[src/rtl/rf_wport_arbiter_if.sv]
// -----------------------------------------------------------------------------
// rf_wport_arbiter_if
// Purpose : Bundles the signals around the register-file write-port arbiter:
//           the WB-stage write request, the MUL/DIV result stream with its
//           ready handshake, the MUL/DIV issue notification, the ID-stage
//           source operands with the stall response, and the registered
//           write-port outputs towards the register file.
// Modports:
//   master - the pipeline side (WB, MUL/DIV, ID); drives requests and
//            observes ready/stall/hold and the register-file write port.
//   slave  - the arbiter itself.
// Signals :
//   wb_we/wb_addr/wb_data         WB write request
//   md_valid/md_ready/md_addr/md_data  MUL/DIV result handshake
//   md_issue/md_issue_rd          MUL/DIV issue, marks destination pending
//   rs_addr/rt_addr/stall         ID-stage hazard query
//   wb_hold                       one-cycle WB freeze request
//   rf_we/rf_waddr/rf_wdata       register-file write port
//   pend                          scoreboard bitmap (bit 0 always 0)
//   err                           sticky double-issue error
// -----------------------------------------------------------------------------
interface rf_wport_arbiter_if;
    logic        wb_we;
    logic [4:0]  wb_addr;
    logic [31:0] wb_data;
    logic        md_valid;
    logic        md_ready;
    logic [4:0]  md_addr;
    logic [31:0] md_data;
    logic        md_issue;
    logic [4:0]  md_issue_rd;
    logic [4:0]  rs_addr;
    logic [4:0]  rt_addr;
    logic        stall;
    logic        wb_hold;
    logic        rf_we;
    logic [4:0]  rf_waddr;
    logic [31:0] rf_wdata;
    logic [31:0] pend;
    logic        err;

    modport master (
        output wb_we, wb_addr, wb_data,
        output md_valid, md_addr, md_data,
        output md_issue, md_issue_rd,
        output rs_addr, rt_addr,
        input  md_ready, stall, wb_hold,
        input  rf_we, rf_waddr, rf_wdata, pend, err
    );

    modport slave (
        input  wb_we, wb_addr, wb_data,
        input  md_valid, md_addr, md_data,
        input  md_issue, md_issue_rd,
        input  rs_addr, rt_addr,
        output md_ready, stall, wb_hold,
        output rf_we, rf_waddr, rf_wdata, pend, err
    );
endinterface

[src/rtl/rf_wport_arbiter.sv]
// -----------------------------------------------------------------------------
// rf_wport_arbiter
// Purpose : Shares the register file's single write port between the WB stage
//           and the multi-cycle MUL/DIV result stream. MUL/DIV results are
//           queued in a DEPTH-entry FIFO; WB normally wins, the FIFO drains in
//           idle WB cycles, and a starved FIFO head forces a one-cycle wb_hold
//           during which the head is written. A 32-bit scoreboard tracks
//           MUL/DIV destinations not yet written and produces the ID stall.
// Ports   :
//   clk    - clock, all state updates on posedge
//   rst_n  - asynchronous active-low reset
//   bus    - rf_wport_arbiter_if.slave (see interface header for signals)
// Params  :
//   DEPTH  - FIFO entries (>=1)
//   STARVE - blocked cycles of the FIFO head before wb_hold is raised (>=1)
// -----------------------------------------------------------------------------
module rf_wport_arbiter #(
    parameter int DEPTH  = 2,
    parameter int STARVE = 4
) (
    input  logic               clk,
    input  logic               rst_n,
    rf_wport_arbiter_if.slave  bus
);

    localparam int PW = (DEPTH > 1) ? $clog2(DEPTH) : 1;
    localparam int CW = $clog2(DEPTH + 1);
    localparam int AW = $clog2(STARVE) + 1;

    // FIFO storage carries data only; validity is tracked by count.
    logic [4:0]    fifoAddr [DEPTH];
    logic [31:0]   fifoData [DEPTH];
    logic [PW-1:0] rdPtr;
    logic [PW-1:0] wrPtr;
    logic [CW-1:0] count;
    logic [AW-1:0] age;

    logic          wbHold;
    logic          rfWe;
    logic [4:0]    rfWaddr;
    logic [31:0]   rfWdata;
    logic [31:0]   pend;
    logic          err;

    logic          notEmpty;
    logic          mdReady;
    logic          wbLive;
    logic          popNow;
    logic          pushNow;
    logic          starveNow;
    logic          issueErr;
    logic [4:0]    headAddr;
    logic [31:0]   headData;
    logic [31:0]   pendSet;
    logic [31:0]   pendClr;
    logic [31:0]   pendNext;

    function automatic logic [PW-1:0] ptrInc(input logic [PW-1:0] p);
        return (p == PW'(DEPTH - 1)) ? '0 : p + 1'b1;
    endfunction

    always_comb begin
        notEmpty = (count != '0);
        mdReady  = (count < CW'(DEPTH));
        headAddr = fifoAddr[rdPtr];
        headData = fifoData[rdPtr];
        // A WB write to r0 is a no-op, so it does not occupy the port.
        wbLive   = bus.wb_we && (bus.wb_addr != 5'd0);
        popNow   = notEmpty && (wbHold || !wbLive);
        pushNow  = bus.md_valid && mdReady;
        // wbHold guarantees a pop next cycle, so it can never repeat back-to-back.
        starveNow = notEmpty && !popNow && (age >= AW'(STARVE - 1)) && !wbHold;

        pendClr = '0;
        if (popNow) begin
            pendClr = 32'd1 << headAddr;
        end
        pendSet = '0;
        if (bus.md_issue && (bus.md_issue_rd != 5'd0)) begin
            pendSet = 32'd1 << bus.md_issue_rd;
        end
        // Set wins over a same-cycle clear; bit 0 is never tracked.
        pendNext = ((pend & ~pendClr) | pendSet) & ~32'd1;
        issueErr = |(pendSet & pend & ~pendClr);
    end

    // FIFO storage
    always_ff @(posedge clk) begin
        if (pushNow) begin
            fifoAddr[wrPtr] <= bus.md_addr;
            fifoData[wrPtr] <= bus.md_data;
        end
    end

    // FIFO control, starvation age and hold request
    always_ff @(posedge clk or negedge rst_n) begin
        if (!rst_n) begin
            rdPtr  <= '0;
            wrPtr  <= '0;
            count  <= '0;
            age    <= '0;
            wbHold <= 1'b0;
        end else begin
            if (pushNow) begin
                wrPtr <= ptrInc(wrPtr);
            end
            if (popNow) begin
                rdPtr <= ptrInc(rdPtr);
            end
            case ({pushNow, popNow})
                2'b10:   count <= count + 1'b1;
                2'b01:   count <= count - 1'b1;
                default: count <= count;
            endcase
            if (popNow) begin
                age <= '0;
            end else if (notEmpty && (age != '1)) begin
                age <= age + 1'b1;
            end
            wbHold <= starveNow;
        end
    end

    // Write-port register and scoreboard
    always_ff @(posedge clk or negedge rst_n) begin
        if (!rst_n) begin
            rfWe    <= 1'b0;
            rfWaddr <= '0;
            rfWdata <= '0;
            pend    <= '0;
            err     <= 1'b0;
        end else begin
            if (popNow) begin
                // An r0 entry still drains, but must not write.
                rfWe    <= (headAddr != 5'd0);
                rfWaddr <= headAddr;
                rfWdata <= headData;
            end else if (wbLive) begin
                rfWe    <= 1'b1;
                rfWaddr <= bus.wb_addr;
                rfWdata <= bus.wb_data;
            end else begin
                rfWe    <= 1'b0;
            end
            pend <= pendNext;
            if (issueErr) begin
                err <= 1'b1;
            end
        end
    end

    assign bus.md_ready = mdReady;
    assign bus.stall    = ((bus.rs_addr != 5'd0) && pend[bus.rs_addr]) ||
                          ((bus.rt_addr != 5'd0) && pend[bus.rt_addr]);
    assign bus.wb_hold  = wbHold;
    assign bus.rf_we    = rfWe;
    assign bus.rf_waddr = rfWaddr;
    assign bus.rf_wdata = rfWdata;
    assign bus.pend     = pend;
    assign bus.err      = err;

endmodule

[src/flat_wrapper.sv]
// flat-port wrapper written by rule: the top's interface ports become plain ports
module rf_wport_arbiter_flat 
#(
    parameter int DEPTH  = 2,
    parameter int STARVE = 4
)
  (clk, rst_n, bus_wb_we, bus_wb_addr, bus_wb_data, bus_md_valid, bus_md_addr, bus_md_data, bus_md_issue, bus_md_issue_rd, bus_rs_addr, bus_rt_addr, bus_md_ready, bus_stall, bus_wb_hold, bus_rf_we, bus_rf_waddr, bus_rf_wdata, bus_pend, bus_err);
  rf_wport_arbiter_if bus_i ();
  input  logic clk;
  input  logic rst_n;
  input wire logic [$bits(bus_i.wb_we)-1:0] bus_wb_we;
  input wire logic [$bits(bus_i.wb_addr)-1:0] bus_wb_addr;
  input wire logic [$bits(bus_i.wb_data)-1:0] bus_wb_data;
  input wire logic [$bits(bus_i.md_valid)-1:0] bus_md_valid;
  input wire logic [$bits(bus_i.md_addr)-1:0] bus_md_addr;
  input wire logic [$bits(bus_i.md_data)-1:0] bus_md_data;
  input wire logic [$bits(bus_i.md_issue)-1:0] bus_md_issue;
  input wire logic [$bits(bus_i.md_issue_rd)-1:0] bus_md_issue_rd;
  input wire logic [$bits(bus_i.rs_addr)-1:0] bus_rs_addr;
  input wire logic [$bits(bus_i.rt_addr)-1:0] bus_rt_addr;
  output wire logic [$bits(bus_i.md_ready)-1:0] bus_md_ready;
  output wire logic [$bits(bus_i.stall)-1:0] bus_stall;
  output wire logic [$bits(bus_i.wb_hold)-1:0] bus_wb_hold;
  output wire logic [$bits(bus_i.rf_we)-1:0] bus_rf_we;
  output wire logic [$bits(bus_i.rf_waddr)-1:0] bus_rf_waddr;
  output wire logic [$bits(bus_i.rf_wdata)-1:0] bus_rf_wdata;
  output wire logic [$bits(bus_i.pend)-1:0] bus_pend;
  output wire logic [$bits(bus_i.err)-1:0] bus_err;
  assign bus_i.wb_we = bus_wb_we;
  assign bus_i.wb_addr = bus_wb_addr;
  assign bus_i.wb_data = bus_wb_data;
  assign bus_i.md_valid = bus_md_valid;
  assign bus_i.md_addr = bus_md_addr;
  assign bus_i.md_data = bus_md_data;
  assign bus_i.md_issue = bus_md_issue;
  assign bus_i.md_issue_rd = bus_md_issue_rd;
  assign bus_i.rs_addr = bus_rs_addr;
  assign bus_i.rt_addr = bus_rt_addr;
  assign bus_md_ready = bus_i.md_ready;
  assign bus_stall = bus_i.stall;
  assign bus_wb_hold = bus_i.wb_hold;
  assign bus_rf_we = bus_i.rf_we;
  assign bus_rf_waddr = bus_i.rf_waddr;
  assign bus_rf_wdata = bus_i.rf_wdata;
  assign bus_pend = bus_i.pend;
  assign bus_err = bus_i.err;
  rf_wport_arbiter #(.DEPTH(DEPTH), .STARVE(STARVE)) u_core (.clk(clk), .rst_n(rst_n), .bus(bus_i));
endmodule
[config.mk]
export PLATFORM = sky130hd
export DESIGN_NAME = rf_wport_arbiter_flat
export DESIGN_NICKNAME = d
export VERILOG_FILES = /design/src/rtl/rf_wport_arbiter_if.sv /design/src/rtl/rf_wport_arbiter.sv /design/src/flat_wrapper.sv
export SDC_FILE = /design/constraint.sdc
export NUM_CORES = 1
export LEC_CHECK = 0
export ABC_AREA = 1
export BUFFER_PORTS_ARGS = -buffer_cell sky130_fd_sc_hd__buf_2
export CAP_MARGIN = 20
export CORE_MARGIN = 5
export CORE_UTILIZATION = 25
export CTS_BUF_LIST = sky130_fd_sc_hd__clkbuf_16
export DETAILED_ROUTE_END_ITERATION = 8
export PLACE_DENSITY = 0.46
export SLEW_MARGIN = 25
export SYNTH_ARGS = -nofsm -noshare
export SYNTH_HDL_FRONTEND = slang
export SYNTH_SLANG_ARGS = --single-unit
[constraint.sdc]
create_clock -name clk -period 7.1 [get_ports clk]
set_input_delay 0.71 -clock clk [delete_from_list [all_inputs] [get_ports clk]]
set_output_delay 0.71 -clock clk [all_outputs]
set_load 0.03 [all_outputs]
==> impl_metrics.json, run 1 <==
{
  "hold_viol_final": 0,
  "dpl.hpwl_mm": 17.6,
  "worst_pin_slew_ns": 0.863,
  "netSwitchingFraction_pct": 47.4,
  "cp.required_ns": 7.42,
  "cp-end-kind": "register",
  "yosysUniqueCellTypes": 45,
  "crit_chain": "buf_4 -> inv_2 -> nand2_1 -> nand2_1 -> inv_2 -> nor2_1 -> nand3_1 -> nand2_1 -> nand2_1 -> nor2_1 -> nand3_1 -> nor2_1 -> nand2_1",
  "start_kind": "register",
  "power_density_nw_per_um2": 440,
  "cts_root_buffer": "clkbuf_16",
  "synthTopCellsByArea": "edfxtp_1 29%, dfrtp_1 26%, nand2_1 9.4%",
  "cts_resized": 0,
  "path_class": "reg2reg",
  "synth_fp_nets": 966,
  "synth_largest_area_cell": "edfxtp_1",
  "synth_edf_count": 74,
  "cap_violations": 0,
  "slowest_delay_ns": 0.70,
  "die_y_um": 184,
  "seqPwrFrac_pct": 35.2,
  "wl_mm": 25.0,
  "fin_total_pwr_mw": 4.13,
  "grt_max_degree": 80,
  "synth-async-reset-ratio_pct": 51.3,
  "grt.overflow.total": 0,
  "wl_met2_mm": 11.7,
  "clk_latency_ns": 0.44,
  "wl_per_cell_um": 17.5,
  "fin_worst_skew_ns": 0.0191,
  "setup_viol": 0,
  "worst-path-max-fanout": 43,
  "grt_use_total_pct": 14.6,
  "die_area_sq_um": 33800,
  "cts_setup_buffers": 0,
  "min_path_type": "in2async",
  "drt_pass1_iterations": 5,
  "fillers": 3167,
  "p_leak_nw": 4.03,
  "syn_avg_cell_area_sq_um": 8.71,
  "rows": 63,
  "cp_slowest_cell": "inv_2",
  "fmax_mhz": 313,
  "p_comb_share_pct": 42.3,
  "final_cell_area_sq_um": 9390,
  "finalNonFillerCells": 1425,
  "netlist_area_sq_um": 7560,
  "grt_antenna_before_repair": 10,
  "switchingPower_mw": 1.96,
  "drt_iter0_markers": 467,
  "die_x_um": 184,
  "post-route-drc-count": 0,
  "grt_pass1_wl_mm": 37.9,
  "ys_warn_count": 0,
  "synthCells": 868,
  "fin_crit_sh_pct": 45.0,
  "grt_pass1_vias": 6580,
  "maxSlewViolCount": 0,
  "dp_cells": 1391,
  "rsz0062_at_grt": "no",
  "crit_top_cell": "nand2_1",
  "via_per_inst": 4.63,
  "nets": 1118,
  "cp.arrival_ns": 3.51,
  "synth-seq-cells": 152,
  "worst_slack_ns": 3.91,
  "cts_made_buffers": 17,
  "syn_to_final_growth_pct": 24.2,
  "portBuffers": 166,
  "synth-seq-area-share_pct": 55.2,
  "layout-drive-gt1-share_pct": 22.6,
  "final_cell_mix": "189 x nand2_1, 165 x buf_2, 134 x nor2_1",
  "cts_tree": "built",
  "clk_pin_slew_ns": 0.07,
  "fp.coreArea_sq_um": 29700,
  "p_clk_share_pct": 22.6,
  "hold_buffers": 0,
  "p_int_mw": 2.17,
  "fin_tns_setup_ns": 0,
  "vias": 6597,
  "post_dp_cell_area_sq_um": 8770,
  "boundaryPins": 168,
  "peakVddDrop_v": 0.000161,
  "outcome": "complete, no violations",
  "clkSinkCount": 152,
  "detail-route-antenna-nets": 0,
  "dp_slack_ns": 3.93,
  "m1WireLength_mm": 10.9,
  "yosys_most_used_dff": "dfrtp_1",
  "final_common_cell": "nand2_1",
  "postLayoutCoreUtil_pct": 31.6,
  "gp_congestion": 0.900,
  "htree_levels": 4,
  "whs_ns": 0.235,
  "initial_core_util_pct": 25.4,
  "yosys.area.top_type_share_pct": 29.4,
  "max_slew_margin_pct": 42.4,
  "cts_max_path_buffers": 2,
  "min_period_ns": 3.19,
  "routed-wl-met3_mm": 1.93,
  "highest_layer": "met5"
}
==> routing by layer <==
| metal | GRT usage [%] | vias up |
|---|---|---|
| li1 | - | 3260 |
| met1 | 18.4 | 3065 |
| met2 | 23.7 | 215 |
| met3 | 5.03 | 41 |
| met4 | 4.14 | 16 |
| met5 | 0 | - |
==> final timing paths <==
check / start / to / slack (ns) / cells past startpoint
max in group asynchronous: rst_n / u_core.bus.pend[11]$_DFF_PN0_ / 5.82 / 2
max reg2reg: u_core.rdPtr$_DFFE_PN0N_ / u_core.bus.err$_DFFE_PN0P_ / 3.91 / 13
max: u_core.rdPtr$_DFFE_PN0N_ / u_core.bus.err$_DFFE_PN0P_ / 3.91 / 13
min: rst_n / u_core.bus.rf_wdata[25]$_DFFE_PN0P_ / 0.23 / 1
min in group clk: bus_md_data[7] / u_core.fifoData[0][7]$_DFFE_PP_ / 0.45 / 1
min reg2reg: u_core.bus.rf_wdata[31]$_DFFE_PN0P_ / u_core.bus.rf_wdata[31]$_DFFE_PN0P_ / 0.48 / 2
==> layout make-up <==
cell class,instances,area (sq um),area share (%)
clock buffer,17,425,4.53
timing repair buffer,176,908,9.68
antenna,2,5.00,0.0533
multi-input combinational,611,2960,31.6
clock inverter,15,190,2.03
inverter,62,233,2.48
sequential,152,4170,44.5
tap,390,488,5.20
==> synth_stat cells, types with 2 or more instances <==
cell / n
o22ai_1: 3
ha_1: 4
a31oi_1: 3
inv_2: 2
inv_1: 59
o221ai_1: 5
nand2_1: 190
o21ai_1: 5
o211ai_1: 29
xnor2_1: 2
nor2_1: 136
nand2_4: 6
dfrtp_1: 78
o21ai_0: 107
nor3b_1: 2
o2111ai_1: 2
buf_2: 10
buf_6: 2
nor4_1: 2
xor2_1: 3
or2_2: 3
o21bai_1: 2
edfxtp_1: 74
nor2_4: 3
nand3_1: 43
nor3_1: 6
clkbuf_1: 25
a21oi_1: 26
nand4_1: 16
buf_4: 5
==> worst max-delay path, delay by kind of cell (launching register included) <==
family	cells	cell delay, ns
DFF	1	0.36
and+or+nand+nor	10	1.46
buffers and inverters	3	1.23
==> power groups by stage <==
stage | registers [mW] | clock network [mW] | logic (mW)
after floorplan | 1.81 | 0 | 0.808
after CTS | 1.46 | 0.961 | 1.77
after global placement | 1.48 | 0 | 1.77
after detailed placement | 1.47 | 0 | 1.77
after global routing | 1.49 | 0.993 | 1.91
final | 1.45 | 0.934 | 1.75
==> sequential cells by signal, indices dropped and copies added, names as in the netlist <==
| signal | count |
|---|---|
| u_core.fifoAddr | 10 |
| u_core.age | 3 |
| u_core.count | 2 |
| u_core.bus.rf_waddr | 5 |
| u_core.rdPtr | 1 |
| u_core.bus.rf_we | 1 |
| u_core.wrPtr | 1 |
| u_core.bus.err | 1 |
| u_core.fifoData | 64 |
| u_core.bus.wb_hold | 1 |
| u_core.bus.rf_wdata | 32 |
| u_core.bus.pend | 31 |
==> cells by family after synthesis <==
logic type	after synthesis	share of synthesized area [%]
compound gates	188	14.2
simple gates	413	23.5
buf+inv	105	5.82
fa+ha+maj	4	0.662
xor+xnor	5	0.579
other cells	1	0.0496
flops	152	55.2
No activity file was read; power rests on OpenSTA's default activity.
==> run 2, diff against run 1 <==
--- a/config.mk
+++ b/config.mk
@@ -12,7 +12,7 @@
 export CORE_UTILIZATION = 25
 export CTS_BUF_LIST = sky130_fd_sc_hd__clkbuf_16
 export DETAILED_ROUTE_END_ITERATION = 8
-export PLACE_DENSITY = 0.46
+export PLACE_DENSITY = 0.47
 export SLEW_MARGIN = 25
 export SYNTH_ARGS = -nofsm -noshare
 export SYNTH_HDL_FRONTEND = slang
==> constraint.sdc (replaced) <==
create_clock -name clk -period 2.8 [get_ports clk]
set_input_delay 0.28 -clock clk [delete_from_list [all_inputs] [get_ports clk]]
set_output_delay 0.28 -clock clk [all_outputs]
set_load 0.03 [all_outputs]
==> impl_metrics.json, run 2 (same netlist as run 1, synthesis figures left out) <==
{
  "final_cell_area_sq_um": 9450,
  "min_path_type": "in2reg",
  "clkSinkCount": 152,
  "outcome": "complete, no violations",
  "power_density_nw_per_um2": 1100,
  "cap_violations": 0,
  "fin_tns_setup_ns": 0,
  "post_dp_cell_area_sq_um": 8830,
  "drt_pass1_iterations": 5,
  "die_area_sq_um": 33800,
  "fmax_mhz": 449,
  "max_slew_margin_pct": 58.9,
  "detail-route-antenna-nets": 0,
  "finalNonFillerCells": 1431,
  "rows": 63,
  "grt_use_total_pct": 14.3,
  "fp.coreArea_sq_um": 29700,
  "cp.required_ns": 2.52,
  "dp_cells": 1397,
  "wl_met2_mm": 11.1,
  "clk_pin_slew_ns": 0.08,
  "start_kind": "register",
  "setup_viol": 0,
  "nets": 1125,
  "syn_to_final_growth_pct": 25.0,
  "grt_pass1_vias": 6635,
  "cp-end-kind": "output port",
  "fin_worst_skew_ns": 0.0129,
  "worst_pin_slew_ns": 0.616,
  "fin_total_pwr_mw": 10.4,
  "cts_max_path_buffers": 2,
  "grt_max_degree": 79,
  "grt_antenna_before_repair": 11,
  "final_cell_mix": "190 x nand2_1, 165 x buf_2, 134 x nor2_1",
  "via_per_inst": 4.61,
  "highest_layer": "met5",
  "grt_pass1_wl_mm": 37.6,
  "largest_reg_flops": 64,
  "whs_ns": 0.0351,
  "top_register": "u_core.fifoData",
  "hold_viol_final": 0,
  "vias": 6603,
  "portBuffers": 166,
  "fin_crit_sh_pct": 79.5,
  "gp_congestion": 0.876,
  "maxSlewViolCount": 0,
  "rsz0062_at_grt": "no",
  "clk_latency_ns": 0.43,
  "cts_root_buffer": "clkbuf_16",
  "cts_resized": 0,
  "cp.arrival_ns": 1.95,
  "min_period_ns": 2.23,
  "p_leak_nw": 4.07,
  "m1WireLength_mm": 11.0,
  "boundaryPins": 168,
  "cts_made_buffers": 17,
  "routed-wl-met3_mm": 1.88,
  "grt.overflow.total": 0,
  "hold_buffers": 1,
  "layout-drive-gt1-share_pct": 22.8,
  "final_common_cell": "nand2_1",
  "wl_mm": 24.4,
  "cts_tree": "built",
  "drt_iter0_markers": 410,
  "path_class": "reg2out",
  "htree_levels": 4,
  "die_y_um": 184,
  "wl_per_cell_um": 17.0,
  "initial_core_util_pct": 25.4,
  "die_x_um": 184,
  "post-route-drc-count": 0,
  "worst-path-max-fanout": 3,
  "cts_setup_buffers": 0,
  "peakVddDrop_v": 0.000393,
  "dpl.hpwl_mm": 17.8
}
[run 2: power breakdown]
part	switching (mW)	total, mW	internal, mW
clock	1.11	2.32	1.21
combinational	3.20	4.42	1.22
sequential	0.570	3.70	3.13
total	4.88	10.4	5.55
[run 2: stage by stage]
| stage | setup slack (ns) | util [%] |
|---|---|---|
| finish | 0.575 | 31.8 |
| floorplan | 0.00189 | - |
| CTS | 0.524 | 31.8 |
| detailed placement | 0.696 | 29.7 |
| global route | 0.403 | 31.8 |
| global placement | 0.639 | 29.7 |
[run 2: area by class of cell]
class	count	area, sq um
fillers	3160	20300
flip-flops and latches	152	4170
multi-input cells	611	2960
repair buffers	183	988
well taps	390	488
clock buffers	17	425
inverters	62	233
clock inverters	15	176
diodes	1	2.50
[run 2: path summary, 6_finish.rpt]
path	startpoint	to	slack, ns	depth (start not counted)
worst min register to register	u_core.bus.rf_wdata[31]$_DFFE_PN0P_	u_core.bus.rf_wdata[31]$_DFFE_PN0P_	0.48	2
worst max register to register	u_core.rdPtr$_DFFE_PN0N_	u_core.bus.err$_DFFE_PN0P_	0.63	11
worst min-delay path	bus_md_data[13]	u_core.fifoData[1][13]$_DFFE_PP_	0.04	1
max in group asynchronous	rst_n	u_core.bus.rf_waddr[4]$_DFFE_PN0P_	1.98	3
min in group asynchronous	rst_n	u_core.bus.rf_wdata[8]$_DFFE_PN0P_	0.45	3
worst max-delay path	u_core.bus.pend[27]$_DFF_PN0_	bus_stall	0.57	11
[run 2: routing by layer]
layer | vias to the layer above | GRT usage [%]
met5 | - | 0
met4 | 20 | 3.08
met3 | 38 | 4.73
met2 | 213 | 22.7
met1 | 3069 | 19.1
li1 | 3263 | -
[run 2: critical path, stage by stage, from the launching register on]
cell	delay (ns)
dfrtp_1	0.44
inv_1	0.16
nand2_1	0.07
o211ai_1	0.13
o221ai_1	0.18
nand2_1	0.08
nand2_1	0.07
nand2_1	0.06
nand3_1	0.06
nand2_1	0.06
nand2_1	0.04
buf_2	0.17
==> run 3, diff against run 2 <==
--- a/config.mk
+++ b/config.mk
@@ -12,7 +12,7 @@
 export CORE_UTILIZATION = 25
 export CTS_BUF_LIST = sky130_fd_sc_hd__clkbuf_16
 export DETAILED_ROUTE_END_ITERATION = 8
-export PLACE_DENSITY = 0.47
+export PLACE_DENSITY = 0.46
 export SLEW_MARGIN = 25
 export SYNTH_ARGS = -nofsm -noshare
 export SYNTH_HDL_FRONTEND = slang
==> constraint.sdc (replaced) <==
create_clock -name clk -period 2.3 [get_ports clk]
set_input_delay 0.23 -clock clk [delete_from_list [all_inputs] [get_ports clk]]
set_output_delay 0.23 -clock clk [all_outputs]
set_load 0.03 [all_outputs]
==> impl_metrics.json, run 3 (same netlist as run 1, synthesis figures left out) <==
{
  "fmax_mhz": 475,
  "clkSinkCount": 152,
  "critPathBufInv": 2,
  "worst_slack_ns": 0.193,
  "top_register": "u_core.fifoData",
  "cts_tree": "built",
  "grt_pass1_wl_mm": 38.1,
  "cp.required_ns": 2.07,
  "crit_top_cell": "nand2_1",
  "slowest_delay_ns": 0.40,
  "die_x_um": 184,
  "diodes": 0,
  "detail-route-antenna-nets": 0,
  "boundaryPins": 168,
  "nets": 1175,
  "setup_viol": 0,
  "min_period_ns": 2.11,
  "path_class": "reg2out",
  "layout-drive-gt1-share_pct": 23.2,
  "rsz0062_at_grt": "no",
  "power_density_nw_per_um2": 1310,
  "wl_mm": 24.6,
  "grt_pass1_vias": 6707,
  "path_delay_family": "simple AND/OR/NAND/NOR gates",
  "finalNonFillerCells": 1480,
  "rows": 63,
  "initial_core_util_pct": 25.4,
  "hold_viol_final": 0,
  "cp_slowest_cell": "dfrtp_1",
  "cap_violations": 0,
  "grt.overflow.total": 0,
  "p_leak_nw": 4.30,
  "clk_pin_slew_ns": 0.08,
  "htree_levels": 4,
  "min_from": "bus_wb_data[12]",
  "worstSetupStartpoint": "u_core.bus.pend[27]$_DFF_PN0_",
  "cts_made_buffers": 17,
  "start_kind": "register",
  "fp.coreArea_sq_um": 29700,
  "dpl.hpwl_mm": 18.2,
  "largest_reg_flops": 64,
  "post-route-drc-count": 0,
  "crit_chain": "inv_1 -> nand2_1 -> o211ai_1 -> o221ai_1 -> nand2_1 -> nand2_1 -> nand2_1 -> nand3_1 -> nand2_1 -> nand2_1 -> buf_2",
  "cts_root_buffer": "clkbuf_16",
  "clk_latency_ns": 0.43,
  "r2r-start": "u_core.rdPtr$_DFFE_PN0N_",
  "final_common_cell": "nand2_1",
  "die_y_um": 184,
  "dp_slack_ns": 0.174,
  "cts_max_path_buffers": 2,
  "min_path_type": "in2reg",
  "peakVddDrop_v": 0.000529,
  "fin_tns_setup_ns": 0,
  "vias": 6796,
  "drt_pass1_iterations": 5,
  "outcome": "complete, no violations",
  "fin_worst_skew_ns": 0.0159,
  "grt_antenna_before_repair": 2,
  "maxSlewViolCount": 0,
  "syn_to_final_growth_pct": 32.2,
  "portBuffers": 166,
  "grt_max_degree": 47,
  "cp.arrival_ns": 1.88,
  "via_per_inst": 4.59,
  "dp_cells": 1410,
  "wl_per_cell_um": 16.6,
  "gp_congestion": 0.904,
  "drt_iter0_markers": 532,
  "grt_use_total_pct": 14.4,
  "cp-end-kind": "output port",
  "fin_crit_sh_pct": 91.6,
  "postLayoutCoreUtil_pct": 33.6,
  "final_cell_mix": "190 x nand2_1, 165 x buf_2, 134 x nor2_1",
  "die_area_sq_um": 33800,
  "worst-path-max-fanout": 3
}
==> run 3: worst reg2reg max path: stages (launching register included) <==
cell     delay (ns)
dfrtp_2        0.46
buf_4          0.18
nand2_1        0.06
nand2_1        0.16
nor2_4         0.23
nand2_2        0.08
nor2_1         0.12
nand3_1        0.16
nand2_1        0.10
nand2_1        0.05
nor2_1         0.15
nand2_1        0.08
nor2_1         0.10
nand2_1        0.06
==> run 3: through the flow <==
step / total power [mW] / cell area (sq um) / hold slack [ns]
finish: 13.1 / 10000 / 0.0415
detailed placement: 10.2 / 8970 / 0.233
global route: 14.0 / 10000 / 0.0321
global placement: 10.2 / 8970 / 0.235
floorplan: 8.08 / 7560 / -0.0656
CTS: 13.3 / 9980 / 0.0235
==> run 3: final timing paths <==
check / end / slack [ns] / cells after the start
max in group asynchronous: u_core.wrPtr$_DFFE_PN0P_ / 1.32 / 3
worst max register to register: u_core.bus.err$_DFFE_PN0P_ / 0.21 / 13
min in group asynchronous: u_core.bus.rf_wdata[15]$_DFFE_PN0P_ / 0.33 / 2
worst min register to register: u_core.bus.rf_wdata[6]$_DFFE_PN0P_ / 0.48 / 2
worst min-delay path: u_core.bus.rf_wdata[12]$_DFFE_PN0P_ / 0.04 / 3
worst max-delay path: bus_stall / 0.19 / 11
==> run 3: layout make-up <==
| type | instances | area, sq um |
|---|---|---|
| fill | 3154 | 19700 |
| sequential | 152 | 4180 |
| multi-input combinational | 611 | 2970 |
| timing repair buffer | 233 | 1500 |
| tap | 390 | 488 |
| clock buffer | 17 | 425 |
| inverter | 62 | 235 |
| clock inverter | 15 | 206 |
==> run 3: power breakdown <==
group	switching, mW	internal, mW	total [mW]
Combinational	3.99	1.69	5.68
Clock	1.35	1.58	2.93
Sequential	0.685	3.81	4.49
==> run 3: what timing repair did <==
item | CTS | global route
endpoints found under the hold margin | 106 | 0
gates resized for setup | 0 | 8
setup endpoints to repair | 0 | 2
hold buffers | 38 | 0
buffers inserted | 0 | 0
==> run 3: layer usage <==
layer  track usage, %  up-vias  part of all wire, %
met5                0        -                 0.10
met4             3.49        4                  1.1
met3             3.32       26                  6.4
met2             22.8      214                   47
met1             20.0     3188                   46
li1                 -     3364                    -
